### src/rtl/idu_queue.sv
// idu_queue: instruction decode queue between the IFU and the LSU.
// Up to DEPTH fetched instructions are buffered in a circular FIFO. The head
// entry is decoded into one-hot operation and SRAM-select vectors. Illegal
// opcodes are dropped at the head and counted. An optional WFI-block mode
// stops enqueue after a WFI has been handed off, until the LSU reports that
// the WFI has completed.
//
// Instruction field layout used by the decoder:
//   ins[6:0] opcode, ins[8:7] SRAM type, remaining bits passed through raw.
module idu_queue #(
    parameter int DEPTH     = 4,
    parameter int INS_W     = 64,
    parameter bit WFI_BLOCK = 1'b1,
    localparam int CNT_W    = $clog2(DEPTH) + 1
) (
    input  logic             clk,
    input  logic             rst,
    input  logic             ifu_idu_vld,
    input  logic [INS_W-1:0] ifu_idu_ins,
    output logic             idu_ifu_rdy,
    output logic             idu_ifu_wfi,
    input  logic             idu_flush,
    input  logic             lsu_idu_rdy,
    input  logic             lsu_idu_wfi_done,
    output logic             idu_lsu_vld,
    output logic [INS_W-1:0] idu_lsu_ins,
    output logic [6:0]       idu_lsu_op,
    output logic [2:0]       idu_lsu_sram_sel,
    output logic [CNT_W-1:0] idu_cnt,
    output logic             idu_ill_err,
    output logic [7:0]       idu_ill_cnt
);

    localparam int PTR_W = $clog2(DEPTH);

    localparam int OP_LSB   = 0;
    localparam int OP_MSB   = 6;
    localparam int SRAM_LSB = 7;
    localparam int SRAM_MSB = 8;

    localparam logic [6:0] LD_OP_CODE   = 7'h01;
    localparam logic [6:0] ST_OP_CODE   = 7'h02;
    localparam logic [6:0] STM_OP_CODE  = 7'h03;
    localparam logic [6:0] MM_OP_CODE   = 7'h04;
    localparam logic [6:0] ACT_OP_CODE  = 7'h05;
    localparam logic [6:0] POOL_OP_CODE = 7'h06;
    localparam logic [6:0] WFI_OP_CODE  = 7'h07;

    typedef enum logic {
        S_RUN  = 1'b0,
        S_WAIT = 1'b1
    } state_t;

    logic [INS_W-1:0] r_mem [DEPTH];
    logic [PTR_W-1:0] r_rdPtr;
    logic [PTR_W-1:0] r_wrPtr;
    logic [CNT_W-1:0] r_cnt;
    state_t           r_state;
    logic             r_illErr;
    logic [7:0]       r_illCnt;

    logic [INS_W-1:0] w_head;
    logic [6:0]       w_opField;
    logic [1:0]       w_sramField;
    logic [6:0]       w_op;
    logic [2:0]       w_sel;
    logic             w_full;
    logic             w_empty;
    logic             w_wait;
    logic             w_illegal;
    logic             w_vld;
    logic             w_rdy;
    logic             w_push;
    logic             w_pop;

    assign w_full      = (r_cnt == CNT_W'(DEPTH));
    assign w_empty     = (r_cnt == '0);
    assign w_wait      = (r_state == S_WAIT);
    assign w_head      = r_mem[r_rdPtr];
    assign w_opField   = w_head[OP_MSB:OP_LSB];
    assign w_sramField = w_head[SRAM_MSB:SRAM_LSB];

    // Decode the head entry; everything reads as zero while the queue is empty
    // so stale array contents never leak onto the LSU interface.
    always_comb begin
        w_op  = '0;
        w_sel = '0;
        if (!w_empty) begin
            w_op[0] = (w_opField == LD_OP_CODE);
            w_op[1] = (w_opField == ST_OP_CODE);
            w_op[2] = (w_opField == STM_OP_CODE);
            w_op[3] = (w_opField == MM_OP_CODE);
            w_op[4] = (w_opField == ACT_OP_CODE);
            w_op[5] = (w_opField == POOL_OP_CODE);
            w_op[6] = (w_opField == WFI_OP_CODE);
        end
        if (w_op[0] || w_op[1]) begin
            case (w_sramField)
                2'b00:   w_sel = 3'b001;
                2'b10:   w_sel = 3'b010;
                2'b01:   w_sel = 3'b100;
                default: w_sel = 3'b000;
            endcase
        end
    end

    assign w_illegal = !w_empty && (w_op == '0);
    assign w_vld     = !w_empty && (w_op != '0);
    assign w_rdy     = !w_full && !w_wait && !idu_flush;
    assign w_push    = ifu_idu_vld && w_rdy;
    assign w_pop     = (w_vld && lsu_idu_rdy) || w_illegal;

    assign idu_ifu_rdy      = w_rdy;
    assign idu_ifu_wfi      = (!w_empty && w_op[6]) || w_wait;
    assign idu_lsu_vld      = w_vld;
    assign idu_lsu_ins      = w_head;
    assign idu_lsu_op       = w_op;
    assign idu_lsu_sram_sel = w_sel;
    assign idu_cnt          = r_cnt;
    assign idu_ill_err      = r_illErr;
    assign idu_ill_cnt      = r_illCnt;

    // Storage array is deliberately left unreset; only accepted pushes write it.
    always_ff @(posedge clk) begin
        if (w_push) begin
            r_mem[r_wrPtr] <= ifu_idu_ins;
        end
    end

    // Pointers and occupancy; flush wins over any push or pop in the same cycle.
    always_ff @(posedge clk or posedge rst) begin
        if (rst) begin
            r_rdPtr <= '0;
            r_wrPtr <= '0;
            r_cnt   <= '0;
        end else if (idu_flush) begin
            r_rdPtr <= '0;
            r_wrPtr <= '0;
            r_cnt   <= '0;
        end else begin
            if (w_push) begin
                r_wrPtr <= r_wrPtr + PTR_W'(1);
            end
            if (w_pop) begin
                r_rdPtr <= r_rdPtr + PTR_W'(1);
            end
            case ({w_push, w_pop})
                2'b10:   r_cnt <= r_cnt + CNT_W'(1);
                2'b01:   r_cnt <= r_cnt - CNT_W'(1);
                default: r_cnt <= r_cnt;
            endcase
        end
    end

    // WFI-block state machine: enter WAIT when a WFI leaves the head, leave on
    // the LSU completion pulse or a flush. A completion pulse in RUN is ignored.
    always_ff @(posedge clk or posedge rst) begin
        if (rst) begin
            r_state <= S_RUN;
        end else begin
            case (r_state)
                S_RUN: begin
                    if (!idu_flush && WFI_BLOCK && w_pop && w_op[6]) begin
                        r_state <= S_WAIT;
                    end
                end
                S_WAIT: begin
                    if (idu_flush || lsu_idu_wfi_done) begin
                        r_state <= S_RUN;
                    end
                end
                default: r_state <= S_RUN;
            endcase
        end
    end

    // Sticky illegal-opcode reporting; a flush cycle leaves both untouched.
    always_ff @(posedge clk or posedge rst) begin
        if (rst) begin
            r_illErr <= 1'b0;
            r_illCnt <= '0;
        end else if (!idu_flush && w_illegal) begin
            r_illErr <= 1'b1;
            if (r_illCnt != 8'hFF) begin
                r_illCnt <= r_illCnt + 8'd1;
            end
        end
    end

endmodule
### config.mk
export PLATFORM = sky130hd
export DESIGN_NAME = idu_queue
export DESIGN_NICKNAME = d
export VERILOG_FILES = /design/src/rtl/idu_queue.sv
export SDC_FILE = /design/constraint.sdc
export NUM_CORES = 1
export LEC_CHECK = 0
export CAP_MARGIN = 20
export CORE_MARGIN = 2
export CORE_UTILIZATION = 49
export CTS_CLUSTER_SIZE = 14
export DETAILED_ROUTE_END_ITERATION = 8
export HOLD_SLACK_MARGIN = 0.15
export PLACE_DENSITY_LB_ADDON = 0.05
export SLEW_MARGIN = 0
export SYNTH_ARGS = -nofsm -noshare
export SYNTH_HDL_FRONTEND = slang
export SYNTH_SLANG_ARGS = --single-unit
### constraint.sdc
create_clock -name clk -period 4.7 [get_ports clk]
set_input_delay 0.705 -clock clk [delete_from_list [all_inputs] [get_ports clk]]
set_output_delay 0.705 -clock clk [all_outputs]
set_load 0.1 [all_outputs]
**After elaboration in Yosys (flattened, before gate mapping)**

Memory sizes are Yosys's and may differ from the RTL's.
Cells that the tools add are included.
Widths: inputs -> output; s select.

- Register bits after elaboration: 17
- Memory bits (writable): 256
- Input port bits: 70
- Output and inout port bits: 89
- Word-level logic and storage cells: 66
- Memories kept: 1

Memory list:

| memory | words | width | read ports | clocked after Yosys merged registers in | wr ports | line | text |
|---|---|---|---|---|---|---|---|
| r_mem | 4 | 64 | 1 | 0 | 1 | 54 | `logic [INS_W-1:0] r_mem [DEPTH];` |

- Add/subtract/negate cells: 5
- Equal/unequal tests: 13
- Muxes and demuxes: 14
- Bitwise logic cells: 1
- Reductions and logical operators: 26

Operator list:

| kind | count |
|---|---|
| $eq 7x3->1 const B | 4 |
| $eq 7x2->1 const B | 2 |
| $logic_and 1x1->1 | 10 |
| $pmux 3 s3 | 1 |
| $add 8x1->8 const B | 1 |
| $mux 2 | 4 |
| $ne 8x8->1 const B | 1 |
| $eq 7x1->1 const B | 1 |
| $logic_not 7->1 | 1 |
| $mux 7 | 1 |
| $reduce_bool 7->1 | 1 |
| $mux 3 | 2 |
| $pmux 3 s2 | 1 |
| $add 2x1->2 const B | 2 |
| $eq 2x1->1 const B | 2 |
| $eq 2x2->1 const B | 2 |
| $logic_not 1->1 | 4 |
| $logic_or 1x1->1 | 4 |
| $mux 1 | 4 |
| $reduce_bool 2->1 | 2 |
| $add 3x1->3 const B | 1 |
| $eq 3x3->1 const B | 1 |
| $logic_not 3->1 | 1 |
| $reduce_bool 3->1 | 1 |
| 5 further kinds | 5 |

**Longest topological paths before layout**

Gate-level depths: netlist of the first run.
An unclocked memory read counts as a cell.

- Depth after elaboration: 11
- Depth in mapped cells: 10
- Gate-level depth less buffers: 8

**Least setup slack after synthesis of the first run**

Ideal clock, no wire load.

- Path kind: register to output
- From: register r_rdPtr[1]
- To: output idu_lsu_sram_sel[0]
- Arrival time: 4.792 ns
- Data required time: 3.995 ns
- Slack: -0.797 ns
- Cell stages (with the launch flop): 7
- Path buffers: 1
- Cell sequence: dfrtp_1 clkbuf_1 mux4_1 or4_4 or3_4 a21o_4 nor3_1

- Cells in the longest elaborated chain, start to end: 5
- Elaborated cells on any way between the ends: 10
- Those cells by class: eq/ne: 4; mux: 3; reduce/logical: 2; memory: 1

RTL lines:

| what | line | text |
|---|---|---|
| start, declared | 55 | `logic [PTR_W-1:0] r_rdPtr;` |
| start signal, assigned | 145 | `r_rdPtr <= r_rdPtr + PTR_W'(1);` |
| $mem_v2 4x64 * | - |  |
| net idu_lsu_ins[3] | 26 | `output logic [INS_W-1:0] idu_lsu_ins,` |
| $eq 7x1->1 / $eq 7x2->1 (equally long branches) | 89, 90 |  |
| $mux 7 * | 88 | `if (!w_empty) begin` |
| $logic_or 1x1->1 * | 97 | `if (w_op[0] \|\| w_op[1]) begin` |
| $mux 3 * | 97 |  |
| end, declared | 28 | `output logic [2:0] idu_lsu_sram_sel,` |

The timed path passes the listed nets; every way through them passes the cells marked *.

**Worst setup path after layout of the first run**

- From: register r_rdPtr[0]
- To: output idu_lsu_ins[56]

- Cells in the longest elaborated chain, start to end: 1

RTL lines:

| what | line |
|---|---|
| $mem_v2 4x64 | - |
| end, declared | 26 |

Every way passes these cells.

==> metrics.md, run 1 <==
| Metric | Value |
|---|---|
| Post-synthesis cell area | `0.0103 mm2` |
| Flops & latches, synth | `273` |
| # nets final | `703` |
| Top cell type's share of synthesized area | `74.6%` |
| Max Freq | `241 MHz` |
| Slew Viols, Final | `0` |
| Slowest cell on the critical path | `clkdlybuf4s50_1` |
| IO Count | `159` |
| FILL cells | `1,469` |
| Slew headroom | `32.0%` |
| CTS Buf Count | `28` |
| Tightest Pin Transition | `1.02 ns` |
| CORE AREA | `0.0208 mm2` |
| Time the worst path needs with I/O delays and setup | `4.15 ns` |
| Routability cong. | `0.735` |
| Overall Global Routing Usage | `17.4%` |
| Synth top area cells | `edfxtp_1 (75%), mux4_2 (14%), dfrtp_1 (4.1%)` |
| Placed wire-length estimate | `10.9 mm` |
| Layout cells sized above 1 | `25.0%` |
| Hold Slack | `0.474 ns` |
| Setup violations, final | `0` |
| Critical path class | `reg -> out` |
| First-pass GRT wire length | `29.4 mm` |
| Tcrit/Tclk final | `88.4%` |
| DR vias | `5,012` |
| Metal1 wirelength | `7.89 mm` |
| Die span in x | `149 um` |
| Cell Chain, Critical Path | `buf_4 -> mux4_2 -> clkdlybuf4s50_1` |
| Slowest cell delay on critical path | `0.98 ns` |
| DR pass1 iterations | `4` |
| CTS Buffer Depth | `3` |
| Worst r2r src | `r_rdPtr[0]` |
| Post-Syn Instances | `452` |
| Leading area contributor after synthesis | `edfxtp_1` |
| Synthesized area per cell | `22.8 um2` |
| RSZ-0062 raised after global routing | `no` |
| Setup Fix Bufs, Post-CTS | `0` |
| Maxcap violations | `0` |
| Initial antenna violation count | `1` |
| Critical path buffers and inverters | `2` |
| TritonCTS clock tree | `yes` |
| Clock Skews | `0.00541 ns` |
| H-tree levels | `1` |
| FP Rows | `53` |
| Final Hold Vio Count | `0` |
| CP max FO | `34` |
| Status | `finished, final reports clean` |
| Largest net degree at the start of global routing | `65` |
| Finished layout cell area | `0.0131 mm2` |
| DRC | `0` |
| Initial Utilization | `49.5%` |
| DR WL/cell | `20.5 um` |
| Clk slew on worst S/H paths | `0.06 ns` |
| Worst setup EP type | `output pin` |
| Via density | `5.42` |
| Ys async rst share | `6.23%` |
| Worst Setup SP | `r_rdPtr[0]` |
| Type of origin of the critical path | `register` |
| Post-cts resize count | `0` |
| Clock Sinks | `273` |
| Clk Tree Root Cell | `clkbuf_16` |
| Main synth FF type | `edfxtp_1` |
| Hold buffers post-CTS | `0` |
| Post-Route WL | `18.9 mm` |
| Starting DRT DRC Count | `239` |
| WL met2 | `9.39 mm` |
| Die ar. | `0.0222 mm2` |
| Total Neg Setup Slack | `0 ns` |
| Worst EP required | `3.99 ns` |
| Area delta synth->final | `27.4%` |
| Routed Antenna Nets | `0` |
| Non-Filler Instances | `924` |
| Commonest non-fill, non-tap cell in the layout | `edfxtp_1` |
| Warnings from Yosys | `0` |
| Post-synthesis sequential area ratio | `78.8%` |
| WL met3 | `1.33 mm` |
| Crit path DAT | `3.45 ns` |
| Placement-stage cell area | `0.0122 mm2` |
| Worst hold path startpoint | `idu_ill_err` |
| Die height | `149 um` |
| Most frequent cells in the layout | `edfxtp_1 (256), clkdlybuf4s50_1 (119), mux4_2 (64), buf_4 (36), clkbuf_16 (29)` |
| I/O Buffers | `158` |
| Top routing layer in use | `met4` |
| Number of enable flip-flop cells after synthesis | `256` |
| Total nets after synthesis | `528` |
| Count of cell types in the netlist | `43` |
| Vias in the first global route | `5,278` |
| Min-delay worst type | `reg -> reg` |
| Clock Latency Late Sink | `0.52 ns` |
| GR Overflow Total | `0` |
| Placed insts | `872` |
| CP delay by family, top | `buffers and inverters` |
## path summary, 6_finish.rpt
path / cells past startpoint / slack, ns / endpoint
worst max-delay path: 3 / 0.55 / idu_lsu_ins[56]
worst min-delay path: 1 / 0.47 / idu_ill_err
worst max register to register: 8 / 1.35 / idu_cnt[2]
worst min register to register: 1 / 0.47 / idu_ill_err
max in group asynchronous: 2 / 3.66 / r_rdPtr[1]
min in group asynchronous: 2 / 0.57 / r_wrPtr[0]
## per-stage QoR
stage,setup slack [ns],utilization (%)
6_report,0.547,63.0
5_1_grt,0.333,63.0
4_1_cts,0.446,63.0
3_5_place_dp,1.02,58.5
3_3_place_gp,1.04,58.5
2_1_floorplan,0.127,-
## cell families after synthesis
logic type,share of synthesized area (%)
flip-flops,78.8
AND/OR/NAND/NOR,3.35
buffers and inverters,0.850
XOR/XNOR,0.765
adder cells (fa/ha/maj),0.802
AO/OA/AOI/OAI,1.30
multiplexers,14.2
## cell usage after synthesis, drive strengths merged, types with 5 or more instances
| library cell | instances |
|---|---|
| xor2 | 7 |
| nand2 | 10 |
| and2 | 5 |
| inv | 5 |
| clkbuf | 7 |
| mux4 | 64 |
| dfrtp | 17 |
| o21ai | 5 |
| buf | 9 |
| nor3 | 7 |
| and3 | 5 |
| nor2 | 14 |
| ha | 5 |
| edfxtp | 256 |
## layout make-up
type / count / area [um2] / share of cell area (%)
Sequential cell: 273 / 8120 / 61.9
Multi-Input combinational cell: 158 / 2110 / 16.1
Timing Repair Buffer: 161 / 1580 / 12.0
Clock buffer: 36 / 752 / 5.73
Tap cell: 275 / 344 / 2.62
Clock inverter: 15 / 194 / 1.48
Inverter: 5 / 18.8 / 0.143
Antenna cell: 1 / 2.50 / 0.0191
## worst reg2reg max path, stage by stage, from the launching register on
cell and delay, ns:
dfrtp_4 0.63, mux4_2 0.60, o41ai_2 0.58, a21oi_1 0.26, fa_1 0.45, a31oi_1 0.15
a21boi_0 0.27, o21ai_0 0.14, nor3b_1 0.15
## registers in the layout, summed over array words and instances, names as in the netlist
name	cells
r_state	1
r_rdPtr	2
r_wrPtr	2
idu_ill_cnt	8
idu_ill_err	1
r_mem	256
idu_cnt	3
## layer usage
metal | vias up | GRT usage [%]
met1 | 2607 | 23.1
li1 | 2241 | -
met5 | - | 0
met3 | 21 | 4.56
met4 | 0 | 4.57
met2 | 143 | 29.2
Power of run 1 is not shown: default switching activity piles up to over one toggle a cycle in this logic, so the estimate is an artifact.
==> run 2: changes to the inputs <==
CTS_CLUSTER_SIZE = 30   (was 14)
==> run 2 against run 1 <==
  * Global-route usage about the same
  * Critical path depth unchanged
  * Non-clock buffer count unchanged
  * Die area unchanged
  * Highest routed layer unchanged
  * Worst setup slack better by 0.014 ns
  * Sequential share of layout area about the same
  * Register-to-register slack better by 0.02 ns
  * Cell area about the same
==> metrics.md, run 2 (synthesized netlist as in run 1, its figures left out) <==
| Metric | Value |
|---|---|
| Setup violations, final | `0 (unchanged)` |
| IO Count | `159 (unchanged)` |
| Commonest non-fill, non-tap cell in the layout | `edfxtp_1` |
| Most frequent cells in the layout | `edfxtp_1 (256), clkdlybuf4s50_1 (119), mux4_2 (64), buf_4 (36), clkbuf_16 (29)` |
| Tightest Pin Transition | `1.03 ns (+0.0126 ns)` |
| DRC | `0 (unchanged)` |
| Layout cells sized above 1 | `24.7% (-0.27 points)` |
| Vias in the first global route | `5,263 (-0.28%)` |
| First-pass GRT wire length | `29.4 mm (+0.16%)` |
| Placed wire-length estimate | `10.9 mm (unchanged)` |
| Total Neg Setup Slack | `0 ns (unchanged)` |
| Post-cts resize count | `0 (unchanged)` |
| Cell Chain, Critical Path | `buf_4 -> mux4_2 -> clkdlybuf4s50_1` |
| Pre-CTS setup slack | `1.02 ns (unchanged)` |
| Maxcap violations | `0 (unchanged)` |
| Placed insts | `872 (unchanged)` |
| Clk Tree Root Cell | `clkbuf_16` |
| GR Overflow Total | `0 (unchanged)` |
| Largest net degree at the start of global routing | `65 (unchanged)` |
| Worst EP required | `3.99 ns (about the same)` |
| Clock Sinks | `273 (unchanged)` |
| Largest Register | `r_mem` |
| Setup WS post-layout | `0.560 ns (+0.0139 ns)` |
| Die span in x | `149 um (unchanged)` |
| Slowest cell on the critical path | `clkdlybuf4s50_1` |
| Min-delay worst type | `reg -> reg` |
| Post-Route WL | `18.9 mm (+0.26%)` |
| Reg2reg path depth | `8 (unchanged)` |
| Routability cong. | `0.735 (unchanged)` |
| Area delta synth->final | `27.4% (about the same)` |
| Max Freq | `242 MHz (+0.34%)` |
| CTS Buffer Depth | `3 (unchanged)` |
| Via density | `5.40 (-0.49%)` |
| Clock Skews | `0.00523 ns (-0.000179 ns)` |
| Hold buffers post-CTS | `0 (unchanged)` |
| DR pass1 iterations | `4 (unchanged)` |
| Overall Global Routing Usage | `17.5% (+0.018 points)` |
| Hold worst-path end | `idu_ill_err` |
| Placement-stage cell area | `0.0122 mm2 (unchanged)` |
| DR WL/cell | `20.5 um (+0.37%)` |
| RSZ-0062 raised after global routing | `no` |
| Initial antenna violation count | `1 (unchanged)` |
| Non-Filler Instances | `923 (-0.11%)` |
| Worst r2r src | `r_rdPtr[0]` |
| Die height | `149 um (unchanged)` |
| Starting DRT DRC Count | `218 (-8.8%)` |
| R2R Setup Slk | `1.37 ns (+0.02 ns)` |
| Largest register FFs | `256 (unchanged)` |
| Final Hold Vio Count | `0 (unchanged)` |
| Slew headroom | `31.4% (-0.63 points)` |
| Worst hold path startpoint | `idu_ill_err` |
| Tcrit/Tclk final | `88.1% (-0.30 points)` |
| Hold path depth | `1 (unchanged)` |
| Clk slew on worst S/H paths | `0.06 ns (about the same)` |
| Time the worst path needs with I/O delays and setup | `4.14 ns (-0.0139 ns)` |
| Setup Fix Bufs, Post-CTS | `0 (unchanged)` |
| R2R Path End | `idu_cnt[2]` |
| Critical path class | `reg -> out` |
| Die ar. | `0.0222 mm2 (unchanged)` |
| DR vias | `4,982 (-0.60%)` |
| Worst setup EP type | `output pin` |
| FP Rows | `53 (unchanged)` |
| I/O Buffers | `158 (unchanged)` |
| Slowest cell delay on critical path | `0.98 ns (about the same)` |
| CTS Buf Count | `28 (unchanged)` |
| CP max FO | `34 (unchanged)` |
| Initial Utilization | `49.5% (unchanged)` |
| Slew Viols, Final | `0 (unchanged)` |
| CORE AREA | `0.0208 mm2 (unchanged)` |
| Crit path DAT | `3.43 ns (-0.02 ns)` |
| Type of origin of the critical path | `register` |
| Clock Latency Late Sink | `0.52 ns (about the same)` |
| H-tree levels | `1 (unchanged)` |
| Status | `finished, final reports clean` |
| # nets final | `703 (unchanged)` |
| TritonCTS clock tree | `yes` |
| Finished layout cell area | `0.0131 mm2 (about the same)` |
| Routed Antenna Nets | `0 (unchanged)` |
==> run 2: worst max-delay path: cells and delay by family (launching register included) <==
| kind | cells | cell delay (ns) |
|---|---|---|
| flip-flops | 1 | 0.62 |
| buffers and inverters | 2 | 1.64 |
| multiplexers | 1 | 0.61 |
==> run 2: stage by stage <==
| stage | hold WS (ns) | utilization [%] |
|---|---|---|
| 3_3_place_gp | 0.448 | 58.5 |
| 5_1_grt | 0.498 | 63.0 |
| 3_5_place_dp | 0.466 | 58.5 |
| 6_report | 0.474 | 63.0 |
| 4_1_cts | 0.484 | 63.0 |
| 2_1_floorplan | 0.491 | - |
==> run 2: how the worst max path moves through the flow <==
| stage | from | end | slack (ns) | cells past startpoint |
|---|---|---|---|---|
| finish | r_rdPtr[0] | idu_lsu_ins[56] | 0.56 | 3 |
| global route | r_rdPtr[0] | idu_lsu_ins[58] | 0.33 | 3 |
| CTS | r_rdPtr[0] | idu_lsu_ins[56] | 0.44 | 3 |
| detailed placement | r_rdPtr[0] | idu_lsu_ins[58] | 1.02 | 3 |
| global placement | r_rdPtr[0] | idu_lsu_ins[56] | 1.04 | 3 |
| floorplan | r_rdPtr[0] | idu_lsu_vld | 0.13 | 5 |
==> run 2: cell type report <==
cell class	count	area, um2
Tap cell	275	344
Clock inverter	16	198
Fill cell	1475	7700
Inverter	5	18.8
Sequential cell	273	8120
Clock buffer	34	744
Antenna cell	1	2.50
Multi-Input combinational cell	158	2110
Timing Repair Buffer	161	1580
==> run 2: per-layer routing <==
metal  part of all wire (%)  vias to the layer above  GRT usage (%)  wire (um)
met1                     41                     2580           23.2       7800
met3                    7.1                       24           4.59       1350
li1                       -                     2241              -          -
met4                    1.7                        0           4.33        322
met2                     50                      137           29.1       9480
met5                      0                        -              0          0
Power of run 2 is left out for the same reason.
==> run 3: changes to the inputs <==
ABC_CLOCK_PERIOD_IN_PS = 4700   (was not set)
SKIP_CTS_REPAIR_TIMING = 1   (was not set)
==> results of run 3 <==
Same layout as run 2: the final DEF is identical, and so are final timing and power.
Power of run 3 is left out for the same reason.
